File: config.mk
export PLATFORM = sky130hd
export DESIGN_NAME = tx_packet_framer
export DESIGN_NICKNAME = d
export VERILOG_FILES = /design/src/rtl/tx_packet_framer.sv
export SDC_FILE = /design/constraint.sdc
export NUM_CORES = 1
export LEC_CHECK = 0
export CAP_MARGIN = 40
export CORE_AREA = 2 2 67 69
export CTS_CLUSTER_SIZE = 10
export DETAILED_ROUTE_END_ITERATION = 10
export DIE_AREA = 0 0 69 71
export PLACE_DENSITY = 0.85
export SYNTH_ARGS = -nofsm -noshare
export SYNTH_HDL_FRONTEND = slang
export SYNTH_SLANG_ARGS = --single-unit
File: constraint.sdc
create_clock -name clk -period 3.6 [get_ports clk]
set_input_delay 0.54 -clock clk [delete_from_list [all_inputs] [get_ports clk]]
set_output_delay 0.54 -clock clk [all_outputs]
set_load 0.005 [all_outputs]
File: src/rtl/tx_packet_framer.sv
// rtl/tx_packet_framer.sv - USB-style transmit packet framer (SYNC, PID, payload, CRC-16)
//
// Purpose: turns a packet request into a byte stream for a bit serializer.
// Data packets pop their payload from an external buffer and end with an
// inverted CRC-16/USB. Handshake packets carry only SYNC and PID.
//
// Ports:
//   clk                 system clock, rising edge
//   n_rst               asynchronous active-low reset
//   tx_packet[2:0]      request: 1 DATA0, 2 DATA1, 3 ACK, 4 NAK, 5 STALL, others ignored
//   buffer_occupancy    payload byte count, sampled when a request starts
//   tx_packet_data      payload byte, valid the cycle after get_tx_packet_data
//   get_tx_packet_data  one-cycle pop strobe to the data buffer
//   byte_out            byte to the serializer, LSB first
//   byte_valid          byte_out holds a byte for the serializer
//   byte_ready          serializer accepts byte_out on a rising edge when byte_valid=1
//   tx_transfer_active  high whenever a packet is in progress
//   packet_done         one-cycle pulse after the last byte is accepted
//   tx_error            one-cycle pulse when a data request exceeds 64 bytes
module tx_packet_framer (
  input  logic       clk,
  input  logic       n_rst,
  input  logic [2:0] tx_packet,
  input  logic [6:0] buffer_occupancy,
  input  logic [7:0] tx_packet_data,
  output logic       get_tx_packet_data,
  output logic [7:0] byte_out,
  output logic       byte_valid,
  input  logic       byte_ready,
  output logic       tx_transfer_active,
  output logic       packet_done,
  output logic       tx_error
);

  typedef enum logic [3:0] {
    IDLE, SYNC, PID, FETCH, LOAD, DATA, CRC_LO, CRC_HI, DONE
  } state_t;

  state_t      state, state_nxt;
  logic [2:0]  pid_q;
  logic [6:0]  count_q;
  logic [15:0] crc_q;
  logic [7:0]  data_q;
  logic        error_q;

  logic        req_valid;
  logic        req_is_data;
  logic        reject;
  logic        start;
  logic        is_handshake;
  logic [7:0]  pid_byte;

  // Reflected CRC-16 update, one byte processed LSB first.
  function automatic logic [15:0] crc16_byte(input logic [15:0] crc, input logic [7:0] data);
    logic [15:0] c;
    c = crc ^ {8'h00, data};
    for (int i = 0; i < 8; i++) begin
      c = c[0] ? ((c >> 1) ^ 16'hA001) : (c >> 1);
    end
    return c;
  endfunction

  assign req_valid    = (state == IDLE) && (tx_packet >= 3'd1) && (tx_packet <= 3'd5);
  assign req_is_data  = (tx_packet == 3'd1) || (tx_packet == 3'd2);
  assign reject       = req_valid && req_is_data && (buffer_occupancy > 7'd64);
  assign start        = req_valid && !reject;
  assign is_handshake = (pid_q >= 3'd3);

  always_comb begin
    pid_byte = 8'h00;
    case (pid_q)
      3'd1:    pid_byte = 8'hC3;
      3'd2:    pid_byte = 8'h4B;
      3'd3:    pid_byte = 8'hD2;
      3'd4:    pid_byte = 8'h5A;
      3'd5:    pid_byte = 8'h1E;
      default: pid_byte = 8'h00;
    endcase
  end

  always_ff @(posedge clk or negedge n_rst) begin
    if (!n_rst) begin
      state   <= IDLE;
      pid_q   <= 3'd0;
      count_q <= 7'd0;
      crc_q   <= 16'hFFFF;
      data_q  <= 8'h00;
      error_q <= 1'b0;
    end else begin
      state   <= state_nxt;
      error_q <= reject;
      if (start) begin
        pid_q   <= tx_packet;
        count_q <= buffer_occupancy;
        crc_q   <= 16'hFFFF;
      end
      if (state == LOAD) begin
        data_q  <= tx_packet_data;
        crc_q   <= crc16_byte(crc_q, tx_packet_data);
        count_q <= count_q - 7'd1;
      end
    end
  end

  // byte_out is decoded from state and held registers, so it cannot move
  // while the FSM waits for byte_ready.
  always_comb begin
    state_nxt          = state;
    byte_out           = 8'h00;
    byte_valid         = 1'b0;
    get_tx_packet_data = 1'b0;
    packet_done        = 1'b0;
    case (state)
      IDLE: begin
        if (start) state_nxt = SYNC;
      end
      SYNC: begin
        byte_out   = 8'h80;
        byte_valid = 1'b1;
        if (byte_ready) state_nxt = PID;
      end
      PID: begin
        byte_out   = pid_byte;
        byte_valid = 1'b1;
        if (byte_ready) begin
          if (is_handshake)          state_nxt = DONE;
          else if (count_q != 7'd0)  state_nxt = FETCH;
          else                       state_nxt = CRC_LO;
        end
      end
      FETCH: begin
        get_tx_packet_data = 1'b1;
        state_nxt          = LOAD;
      end
      LOAD: begin
        state_nxt = DATA;
      end
      DATA: begin
        byte_out   = data_q;
        byte_valid = 1'b1;
        if (byte_ready) state_nxt = (count_q != 7'd0) ? FETCH : CRC_LO;
      end
      CRC_LO: begin
        byte_out   = ~crc_q[7:0];
        byte_valid = 1'b1;
        if (byte_ready) state_nxt = CRC_HI;
      end
      CRC_HI: begin
        byte_out   = ~crc_q[15:8];
        byte_valid = 1'b1;
        if (byte_ready) state_nxt = DONE;
      end
      DONE: begin
        packet_done = 1'b1;
        state_nxt   = IDLE;
      end
      default: state_nxt = IDLE;
    endcase
  end

  assign tx_transfer_active = (state != IDLE);
  assign tx_error           = error_q;

endmodule

Word level (Yosys, flattened, before mapping)
Cells that the tools add are included.

operators by class
  add/sub/neg operators = 1
  order comparisons = 4
  eq/ne operators = 21
  muxes and demuxes = 26
  bitwise gates (word level) = 11
  reduce and logical (&&, ||, !) cells = 13

operators with widths
  kind                 number
  $mux 16              10
  $pmux 8 s5           2
  $pmux 4 s8           1
  $mux 4               7
  $not 2->3            8
  $eq 4x3->1 const B   4
  $not 8->8            2
  $xor 16x8->16        1
  $mux 7               2
  $ne 2x2->1 const B   6
  $eq 3x2->1 const B   3
  $eq 4x2->1 const B   2
  $gt 7x7->1 const B   1
  $reduce_bool 7->1    1
  $sub 7x1->7 const B  1
  $eq 3x1->1 const B   2
  $eq 3x3->1 const B   2
  $reduce_and 6->1     1
  $logic_and 1x1->1    5
  $reduce_or 5->1      1
  $eq 4x1->1 const B   1
  $eq 4x4->1 const B   1
  $logic_not 4->1      1
  $reduce_bool 4->1    1
  8 further kinds      10

word-level totals
  flip-flop bits (word level) = 39
  bits of input ports = 21
  output and inout bits = 13
  logic and storage cells = 82

Depth between registers and ports, before layout
Gate-level depths: netlist of the first run.

  depth in word-level cells = 18
  gate-level depth with buffers = 8
  mapped depth without buffers = 6

Worst setup path before layout of the first run
Ideal clock, no wire load.

  path kind = in2reg
  start = input tx_packet_data[4]
  end = register crc_q[0]
  library setup time = 0.080 ns
  data arrival time = 1.956 ns
  data required time = 3.520 ns
  slack = 1.564 ns
  cell stages on the path = 5
  buffers on the path = 0
  cells stage by stage = xnor2_1 xor2_1 xnor3_2 xnor3_1 o22a_1

between the ends
  word-level cells in the longest chain between the ends = 11

RTL lines
  item                        line  source
  start, declared             25    input logic [7:0] tx_packet_data,
  $xor 16x8->16 *             56    c = crc ^ {8'h00, data};
  $mux 16 * (3 in a row)      58    c = c[0] ? ((c >> 1) ^ 16'hA001) : (c >> 1);
  $not 2->3 (no source line)  n/a
  $mux 16 * (5 in a row)      58
  $mux 16 *                   97    if (state == LOAD) begin
  end signal, assigned        99    crc_q <= crc16_byte(crc_q, tx_packet_data);
  end, declared               42    logic [15:0] crc_q;

Mark *: on every way between the ends. The rest lies on a longest branch, timed or not.
A chain may end at the register's enable or synchronous reset.

Worst setup path after layout of the first run
  start = register state[1]
  end = output byte_out[4]

between the ends
  word-level cells in the longest chain between the ends = 2
  elaborated cells on any way between the ends = 6
  those cells by class = eq/ne (5); mux (1)

RTL lines
  item                                line  source
  start, declared                     39    state_t state, state_nxt;
  start signal, assigned              90    state <= state_nxt;
  $eq 4x3->1 (tied with other cells)  113   case (state)
  $pmux 8 s5 *                        113
  end, declared                       27    output logic [7:0] byte_out,

Marks and branches as above.

==> key figures, run 1 <==
Logic synthesis
  – Post-synthesis xor/xnor area fraction: 10.1%
  – Sequential area share after synthesis: 42.3%
  – Post-synth EDFFs: 0
  – Post-Syn Instances: 259
  – Largest area contributor in the netlist: dfrtp_1
  – Ranking of synthesized cells by area: dfrtp_1, dfstp_2, nand2_1
  – Synth Area in Simple Gates: about 20%
  – Fraction of registers with async set/reset: 100%
  – Post-synthesis compound-gate area fraction: 18.3%
  – Main combinational cell family by area after synthesis: simple AND/OR/NAND/NOR gates
  – Adder-cell share of the synthesized area: 1.06%
  – Mapped Area: 2350 sq um
  – Post-synth top flop: dfrtp_1
  – Post-synthesis cell type count: 47
  – Yosys top cell area share: 24.4%
  – Yosys Warn Count: 0
  – Post-Syn Nets: 282
  – Post-synthesis mux area share: 2.98%
  – #FFs+latches synth: 39
  – Syn avg cell area: approximately 9.1 sq um

STA
  – Worst Tran Pin Value: 684 ps
  – Final setup viols: 0
  – Final critical-path share of the clock period: between 80 and 90%
  – Fmax: 316 MHz
  – Hold Vio Cnt, Final: 0
  – Setup tns final: 0 ps
  – Fin crit period: ~3200 ps
  – Max-slew violations: 0
  – Final hold slack: 199 ps
  – Slew HR: 54.0%
  – RSZ-0062 raised after global routing: no
  – Final setup skew: 11.5 ps

Worst setup path
  – Worst R2R Setup Slack: 1000 ps
  – R2R cell count: 6
  – Critical path depth in cells: 4
  – CP Capture Type: primary output
  – CP Max Fanout: 16
  – Arrival @ worst endpoint: 2620 ps
  – CP top delay family: buffers and inverters
  – Worst r2r src: state[0]$_DFFE_PN0P_
  – Setup crit start: state[1]$_DFFE_PN0P_
  – Slowest stage delay, CP: 700 ps
  – Worst Path Required: roughly 3100 ps
  – Slowest cell on the critical path: dfrtp_1
  – WS Path Type: flip-flop to primary output
  – CP Buf/Inv Count: 2
  – CP Launch Type: flip-flop
  – Worst setup path end: byte_out[4]
  – Worst r2r dst: count_q[5]$_DFFE_PN0P_
  – Worst-path cell chain: inv_1 > or4_1 > o22ai_1 > clkdlybuf4s50_1

Final layout
  – Most common cell after layout, fill and taps aside: nand2_1
  – Synth-to-Final Area Change: 19.9%
  – Layout cell share with drive strength beyond 1: 13.4%
  – Commonest non-fill, non-tap cells in the layout: nand2_1, clkdlybuf4s50_1, dfrtp_1
  – Final nets: 312
  – Util after Layout: about two thirds
  – Ant. Diodes: 0

Drt
  – Wl on met1: 2530 um
  – Residual DRC: 0
  – 1st-iter DRT viols: 251
  – Top Metal Used: met4
  – Routed wire length: 5540 um
  – Routed len/inst: about 16 um
  – Vias per cell: 6.01
  – DRT Pass-1 Iters: 5
  – Metal3 WL: 348 um
  – Met2 wire length: 2560 um
  – Post-DRT Antenna Nets: 0
  – Via count: 2056

Place
  – Hpwl dp: 3840 um
  – Gpl congestion: 0.847
  – Input/output buffers: 33

CTS
  – CTS buffer count: 5
  – Resize count post-CTS: 0
  – Reg clk slew, reported paths: 90 ps
  – Post-CTS setup buffer count: 0
  – CTS Hold Buffers Added: 0
  – Clock Tree Root: clkbuf_8
  – H-tree levels: 2
  – CTS tree: done
  – CTS Buffer Depth: 2
  – CTS Sinks: 39
  – Clk_lat worst skew: 300 ps

Die
  – Starting Density: 56.0%
  – Die Y: 71 um
  – # IOs: 34
  – Die area: between 4000 and 5000 sq um
  – Core area: roughly 4200 sq um
  – Die width: between 60 and 70 um
  – # rows: 24

GRT
  – Largest net degree at the start of global routing: 40
  – First-pass GRT wire length: 9070 um
  – Vias in the first global route: 1974
  – Initial antenna violation count: 0
  – Grt ovf: 0
  – Total track usage: 23.0%

Min path
  – Hold crit path type: input port to asynchronous set/reset pin

Power and ir drop
  – Switching pwr: around 1.0 mW
  – Gate power share: around half
  – Reg power frac: 34.7%
  – Worst vdd ir: 327 uV
  – Internal: roughly 1.5 mW
  – Leakage: 1.14 nW
  – Cell area power density: 907 nW/um^2
  – Tot Pwr: about 2.6 mW
  – Clock power share: between 10 and 15%
  – Sw Share: about two fifths

Run
  – Max cap viols: 0

Status
  – Status: completed
cell families after synthesis:
family | after synthesis
AOI/OAI and AO/OA | 64
xor gates and xnor gates | 24
adders and majority gates | 2
buffers and inverters | 20
DFF | 39
muxes | 7
and+or+nand+nor | 103
through the flow:
stage | setup WS [ps] | cells | cell area [sq um]
global placement | 918 | 333 | 2690
floorplan | 1560 | 259 | 2350
CTS | 516 | 342 | 2820
global route | 336 | 342 | 2820
finish | 439 | 342 | 2820
detailed placement | 880 | 334 | 2710
state kept, by name, indices dropped and copies added, names as in the netlist:
signal,flops
count_q,7
data_q,8
pid_q,3
tx_error,1
crc_q,16
state,4
routing by layer:
metal  track usage [%]  vias up
li1                  -      970
met1              31.1      980
met2              36.1       96
met3              4.56       10
met4              10.7        0
met5                 0        -
cell type report:
type                            instances  area [sq um]
Clock inverter                          3          43.8
Multi-Input combinational cell        200          1260
Fill cell                             336          1380
Clock buffer                            5          68.8
Sequential cell                        39           996
Tap cell                               52          65.1
Timing Repair Buffer                   37           368
Inverter                                6          22.5
worst min-delay path by stage:
stage                               start                      to  slack [ps]  depth (start not counted)
floorplan                           n_rst  count_q[0]$_DFFE_PN0P_         240                          0
global placement    data_q[3]$_DFFE_PN0P_   data_q[3]$_DFFE_PN0P_         460                          2
detailed placement  data_q[3]$_DFFE_PN0P_   data_q[3]$_DFFE_PN0P_         470                          2
CTS                                 n_rst   data_q[2]$_DFFE_PN0P_         210                          2
global route                        n_rst   data_q[4]$_DFFE_PN0P_         210                          2
finish                              n_rst   data_q[2]$_DFFE_PN0P_         200                          2
cells in the mapped netlist, types with 6 or more instances:
cell and instances:
a22oi_1 9, nor3_1 10, a21oi_1 14, nor2_1 22
dfstp_2 16, o21ai_0 10, inv_1 6, mux2i_1 7
dfrtp_1 23, nand2_1 45, nor2b_1 6, clkbuf_1 8
xnor2_1 17
power groups by stage:
stage | sequential (mW) | combinational [mW] | clock (mW)
2_1_floorplan | 0.784 | 1.03 | 0
3_3_place_gp | 0.877 | 1.24 | 0
3_5_place_dp | 0.888 | 1.28 | 0
4_1_cts | 0.880 | 1.29 | 0.376
5_1_grt | 0.914 | 1.42 | 0.396
6_report | 0.888 | 1.30 | 0.371
worst reg2reg max path: cells and delay by family, from the launching register on:
family | cells | cell delay (ps)
AO/OA/AOI/OAI | 3 | 610
buffers and inverters | 1 | 260
AND/OR/NAND/NOR | 2 | 1130
flip-flops | 1 | 500
(Power assumes the default switching activity.)
==> run 2: changes to the inputs <==
CELL_PAD_IN_SITES_DETAIL_PLACEMENT = 1   (was unset)
CELL_PAD_IN_SITES_GLOBAL_PLACEMENT = 1   (was unset)
CORE_AREA = 2 2 76 78   (was 2 2 67 69)
DIE_AREA = 0 0 78 80   (was 0 0 69 71)
==> key figures, run 2 (synthesis results as in run 1) <==
Worst setup path
  – Worst r2r dst: count_q[5]$_DFFE_PN0P_
  – R2R cell count: 6
  – Arrival @ worst endpoint: 2430 ps
  – Worst R2R Setup Slack: between 900 and 1000 ps
  – CP Launch Type: flip-flop
  – CP Max Fanout: 9
  – Worst r2r src: state[0]$_DFFE_PN0P_
  – CP Capture Type: primary output
  – Worst Path Required: 3060 ps
  – WS Path Type: flip-flop to primary output

Drt
  – Routed wire length: 6340 um
  – Routed len/inst: 17.4 um
  – Residual DRC: 0
  – Vias per cell: 5.61
  – DRT Pass-1 Iters: 4
  – Post-DRT Antenna Nets: 0
  – 1st-iter DRT viols: 80
  – Via count: 2043

Run
  – Max cap viols: 0

GRT
  – Initial antenna violation count: 0
  – Grt ovf: 0
  – Largest net degree at the start of global routing: 33
  – Vias in the first global route: 2139
  – First-pass GRT wire length: 10900 um
  – Total track usage: 22.7%

CTS
  – CTS Hold Buffers Added: 0
  – CTS Buffer Depth: 2
  – CTS tree: done
  – H-tree levels: 2
  – Clock Tree Root: clkbuf_8
  – CTS Sinks: 39
  – Post-CTS setup buffer count: 0
  – CTS buffer count: 5
  – Clk_lat worst skew: approximately 300 ps
  – Resize count post-CTS: 0
  – Reg clk slew, reported paths: ~80 ps

Status
  – Status: completed

Die
  – Die width: 78 um
  – Die area: 6240 sq um
  – Starting Density: 43.6%
  – Core area: about 5400 sq um
  – # IOs: 34
  – # rows: 27
  – Die Y: about 80 um

STA
  – Hold Vio Cnt, Final: 0
  – Fin crit period: 2970 ps
  – Fmax: 337 MHz
  – Final critical-path share of the clock period: between 80% and 90%
  – Final setup skew: ~4.6 ps
  – Slew HR: 51.1%
  – Final setup viols: 0
  – Setup tns final: 0 ps
  – Final hold slack: 93.6 ps
  – Worst Tran Pin Value: 727 ps
  – RSZ-0062 raised after global routing: no
  – Max-slew violations: 0

Power and ir drop
  – Cell area power density: 887 nW/um^2
  – Sw Share: 41.9%
  – Switching pwr: 1.05 mW
  – Worst vdd ir: 325 uV
  – Leakage: 1.14 nW
  – Clock power share: 11.8%
  – Gate power share: roughly 54%
  – Internal: roughly 1.5 mW
  – Tot Pwr: 2.51 mW
  – Reg power frac: 34.4%

Final layout
  – Largest regs: crc_q (16), data_q (8), count_q (7)
  – Commonest non-fill, non-tap cells in the layout: nand2_1, clkdlybuf4s50_1, dfrtp_1
  – Ant. Diodes: 0
  – Final nets: approximately 310
  – Synth-to-Final Area Change: 20.4%
  – # fillers: 650
  – Layout cell share with drive strength beyond 1: 14.0%
  – Max FFs per register: 16
  – Top reg by flops: crc_q
  – Most common cell after layout, fill and taps aside: nand2_1

Place
  – Gpl congestion: 0.788
  – Input/output buffers: 33
  – Hpwl dp: 4700 um

Min path
  – Hold crit path type: input port to asynchronous set/reset pin
==> run 2: cell count changes in the layout (fill, tap and decap cells not counted), sizes merged <==
cell / delta
buf: +2
bufinv: -1
clkinv: +1
==> run 2: power by group through the flow <==
stage	combinational (mW)	clock, mW	sequential (mW)
6_report	1.35	0.296	0.864
5_1_grt	1.51	0.322	0.898
4_1_cts	1.36	0.306	0.865
3_5_place_dp	1.35	0	0.873
3_3_place_gp	1.30	0	0.861
2_1_floorplan	1.03	0	0.784
==> run 2: stage by stage <==
step / cells / setup slack, ps / utilization (%) / instance area, sq um
floorplan: 259 / 1560 / - / 2350
global placement: 355 / 973 / 50.5 / 2730
detailed placement: 356 / 887 / 50.9 / 2750
CTS: 364 / 620 / 52.4 / 2830
global route: 364 / 483 / 52.4 / 2830
finish: 364 / 630 / 52.4 / 2830
==> run 2: worst max path at each step <==
| stage | start | end |
|---|---|---|
| floorplan | tx_packet_data[4] | crc_q[0]$_DFFE_PN1P_ |
| CTS | state[0]$_DFFE_PN0P_ | byte_out[0] |
| global route | state[0]$_DFFE_PN0P_ | byte_out[1] |
| detailed placement | tx_packet_data[4] | crc_q[0]$_DFFE_PN1P_ |
| finish | state[0]$_DFFE_PN0P_ | byte_out[0] |
| global placement | tx_packet_data[2] | crc_q[0]$_DFFE_PN1P_ |
==> run 2: layer usage <==
metal	global-route usage, %	vias up	share of wire [%]
li1	-	973	-
met2	38.2	36	48
met5	0	-	0
met4	5.96	0	1.0
met3	3.28	5	3.3
met1	30.9	1029	47
==> run 2: layout make-up <==
| type | instances | area (sq um) | area share, % |
|---|---|---|---|
| clock buffers | 5 | 68.8 | 2.43 |
| well taps | 72 | 90.1 | 3.18 |
| repair buffers | 39 | 383 | 13.5 |
| flip-flops and latches | 39 | 996 | 35.1 |
| inverters | 6 | 22.5 | 0.795 |
| clock inverters | 3 | 15.0 | 0.530 |
| multi-input cells | 200 | 1260 | 44.4 |
==> run 2: worst max-delay path, stage by stage, from the launching register on <==
cell and delay [ps]:
dfrtp_1 580, nor2b_1 580, a22oi_1 200, o22ai_1 220
clkdlybuf4s50_1 550
==> run 3: changes to the inputs <==
CORE_AREA = 2 2 83 85   (was 2 2 76 78)
DIE_AREA = 0 0 85 87   (was 0 0 78 80)
PLACE_DENSITY = 0.76   (was 0.85)
clock period = 2.58 ns   (was 3.6 ns; I/O delays follow)
==> key figures, run 3 (synthesis results as in run 1) <==
Status
  – Status: completed

Die
  – Starting Density: 35.8%
  – Die Y: 87 um
  – # IOs: 34
  – Die area: 7400 sq um
  – # rows: 30
  – Die width: 85 um
  – Core area: 6570 sq um

CTS
  – Clock Tree Root: clkbuf_8
  – CTS Buffer Depth: 2
  – Clk_lat worst skew: 300 ps
  – CTS Sinks: 39
  – Reg clk slew, reported paths: ~80 ps
  – H-tree levels: 2
  – CTS tree: done
  – CTS buffer count: 5

Final layout
  – Layout cell share with drive strength beyond 1: 20.5%
  – Top reg by flops: crc_q
  – Ant. Diodes: 0
  – Max FFs per register: 16
  – Largest regs: crc_q (16), data_q (8), count_q (7)
  – Most common cell after layout, fill and taps aside: nand2_1
  – Synth-to-Final Area Change: 27.4%
  – Final nets: roughly 330
  – Fin area: 3000 sq um
  – Commonest non-fill, non-tap cells in the layout: nand2_1, clkdlybuf4s50_1, nor2_1

Power and ir drop
  – Cell area power density: 1250 nW/um^2
  – Worst vdd ir: 620 uV
  – Tot Pwr: 3.74 mW
  – Leakage: 1.22 nW

STA
  – Max-slew violations: 0
  – Slew HR: between 50 and 60%
  – RSZ-0062 raised after global routing: yes
  – Final setup viols: 0
  – Worst setup margin: 65.8 ps
  – Worst Tran Pin Value: 740 ps
  – Fmax: 398 MHz
  – Setup tns final: 0 ps
  – Fin crit period: 2510 ps
  – Hold Vio Cnt, Final: 0
  – Final setup skew: 9.39 ps
  – Final critical-path share of the clock period: between 90% and 100%

Worst setup path
  – CP top delay family: buffers and inverters
  – Arrival @ worst endpoint: 2130 ps
  – CP Buf/Inv Count: 2
  – Slowest stage delay, CP: 590 ps
  – CP Launch Type: flip-flop
  – Slowest cell on the critical path: or4_4
  – CP Capture Type: primary output
  – WS Path Type: flip-flop to primary output
  – CP Max Fanout: 4
  – Worst R2R Setup Slack: 180 ps
  – Worst Path Required: 2190 ps
  – Worst-path cell chain: inv_1 > or4_4 > o22ai_1 > clkdlybuf4s50_1

Drt
  – Via count: approximately 2.1k
  – Vias per cell: 5.45
  – Routed wire length: around 6700 um
  – DRT Pass-1 Iters: 4
  – Routed len/inst: about 17 um
  – Post-DRT Antenna Nets: 0
  – 1st-iter DRT viols: about 120
  – Residual DRC: 0

GRT
  – Vias in the first global route: roughly 2.3k
  – Largest net degree at the start of global routing: 31
  – Initial antenna violation count: 0
  – Total track usage: between 15 and 20%
  – Grt ovf: 0
  – First-pass GRT wire length: 11500 um

Place
  – Worst slack at placement: -21.2 ps
  – Cell Area, Placed: 2860 sq um
  – Hpwl dp: around 4900 um
  – Gpl congestion: 0.890
  – Input/output buffers: 33

Run
  – Max cap viols: 0

Min path
  – Hold crit path type: flip-flop to flip-flop
==> run 3: cell count changes in the layout (fill, tap and decap cells not counted), moves of 2 or more <==
cell | before | now
buf_4 | 5 | 18
dfrtp_1 | 23 | 21
dfrtp_2 | 0 | 2
o22ai_1 | 5 | 3
o22ai_2 | 0 | 2
==> run 3: final timing paths <==
kind | cells after the start | start | end
setup / recovery | 4 | state[1]$_DFFE_PN0P_ | byte_out[4]
hold / removal | 2 | data_q[7]$_DFFE_PN0P_ | data_q[7]$_DFFE_PN0P_
setup reg to reg | 7 | state[0]$_DFFE_PN0P_ | crc_q[9]$_DFFE_PN1P_
hold reg to reg | 2 | data_q[7]$_DFFE_PN0P_ | data_q[7]$_DFFE_PN0P_
max in group asynchronous | 3 | n_rst | crc_q[9]$_DFFE_PN1P_
min in group asynchronous | 2 | n_rst | tx_error$_DFF_PN0_
==> run 3: power by group <==
part	total, mW	internal [mW]	switching, mW
registers	1.19	0.934	0.253
logic	2.14	1.06	1.08
clock network	0.411	0.185	0.226
total	3.74	2.18	1.56
==> run 3: metal layers <==
layer / track usage (%) / wire (um) / vias up
met3: 3.22 / 167 / 15
li1: - / - / 1004
met2: 33.2 / 3230 / 29
met4: 7.22 / 157 / 0
met1: 25.4 / 3130 / 1060
met5: 0 / 0 / -
==> run 3: through the flow <==
step,cells,hold slack (ps),util [%]
after floorplan,259,91.4,-
after global placement,374,460,43.2
after detailed placement,375,286,43.5
after CTS,387,492,45.3
after global routing,387,510,45.7
final,387,487,45.7
==> run 3: worst reg2reg max path: stages (launching register included) <==
cell,delay (ps)
dfrtp_2,450
buf_4,170
or4_4,550
a211oi_2,270
and2_1,510
buf_4,240
nor3_2,50
a21oi_2,100
==> run 3: area by class of cell <==
class                   count  area, sq um
flip-flops and latches     39          998
clock buffers               5         68.8
multi-input cells         200         1280
fillers                   763         3570
clock inverters             3         15.0
inverters                   6         22.5
well taps                  80          100
repair buffers             54          510
==> run 3: timing repair <==
action / 4_1_cts / 5_1_grt
endpoints found under the hold margin: 9 / 0
gates resized for setup: 1 / 8
setup endpoints to repair: 5 / 7
cloned: 0 / 0
pin swaps: 0 / 0
hold buffers: 1 / 0
setup buffers: 3 / 0
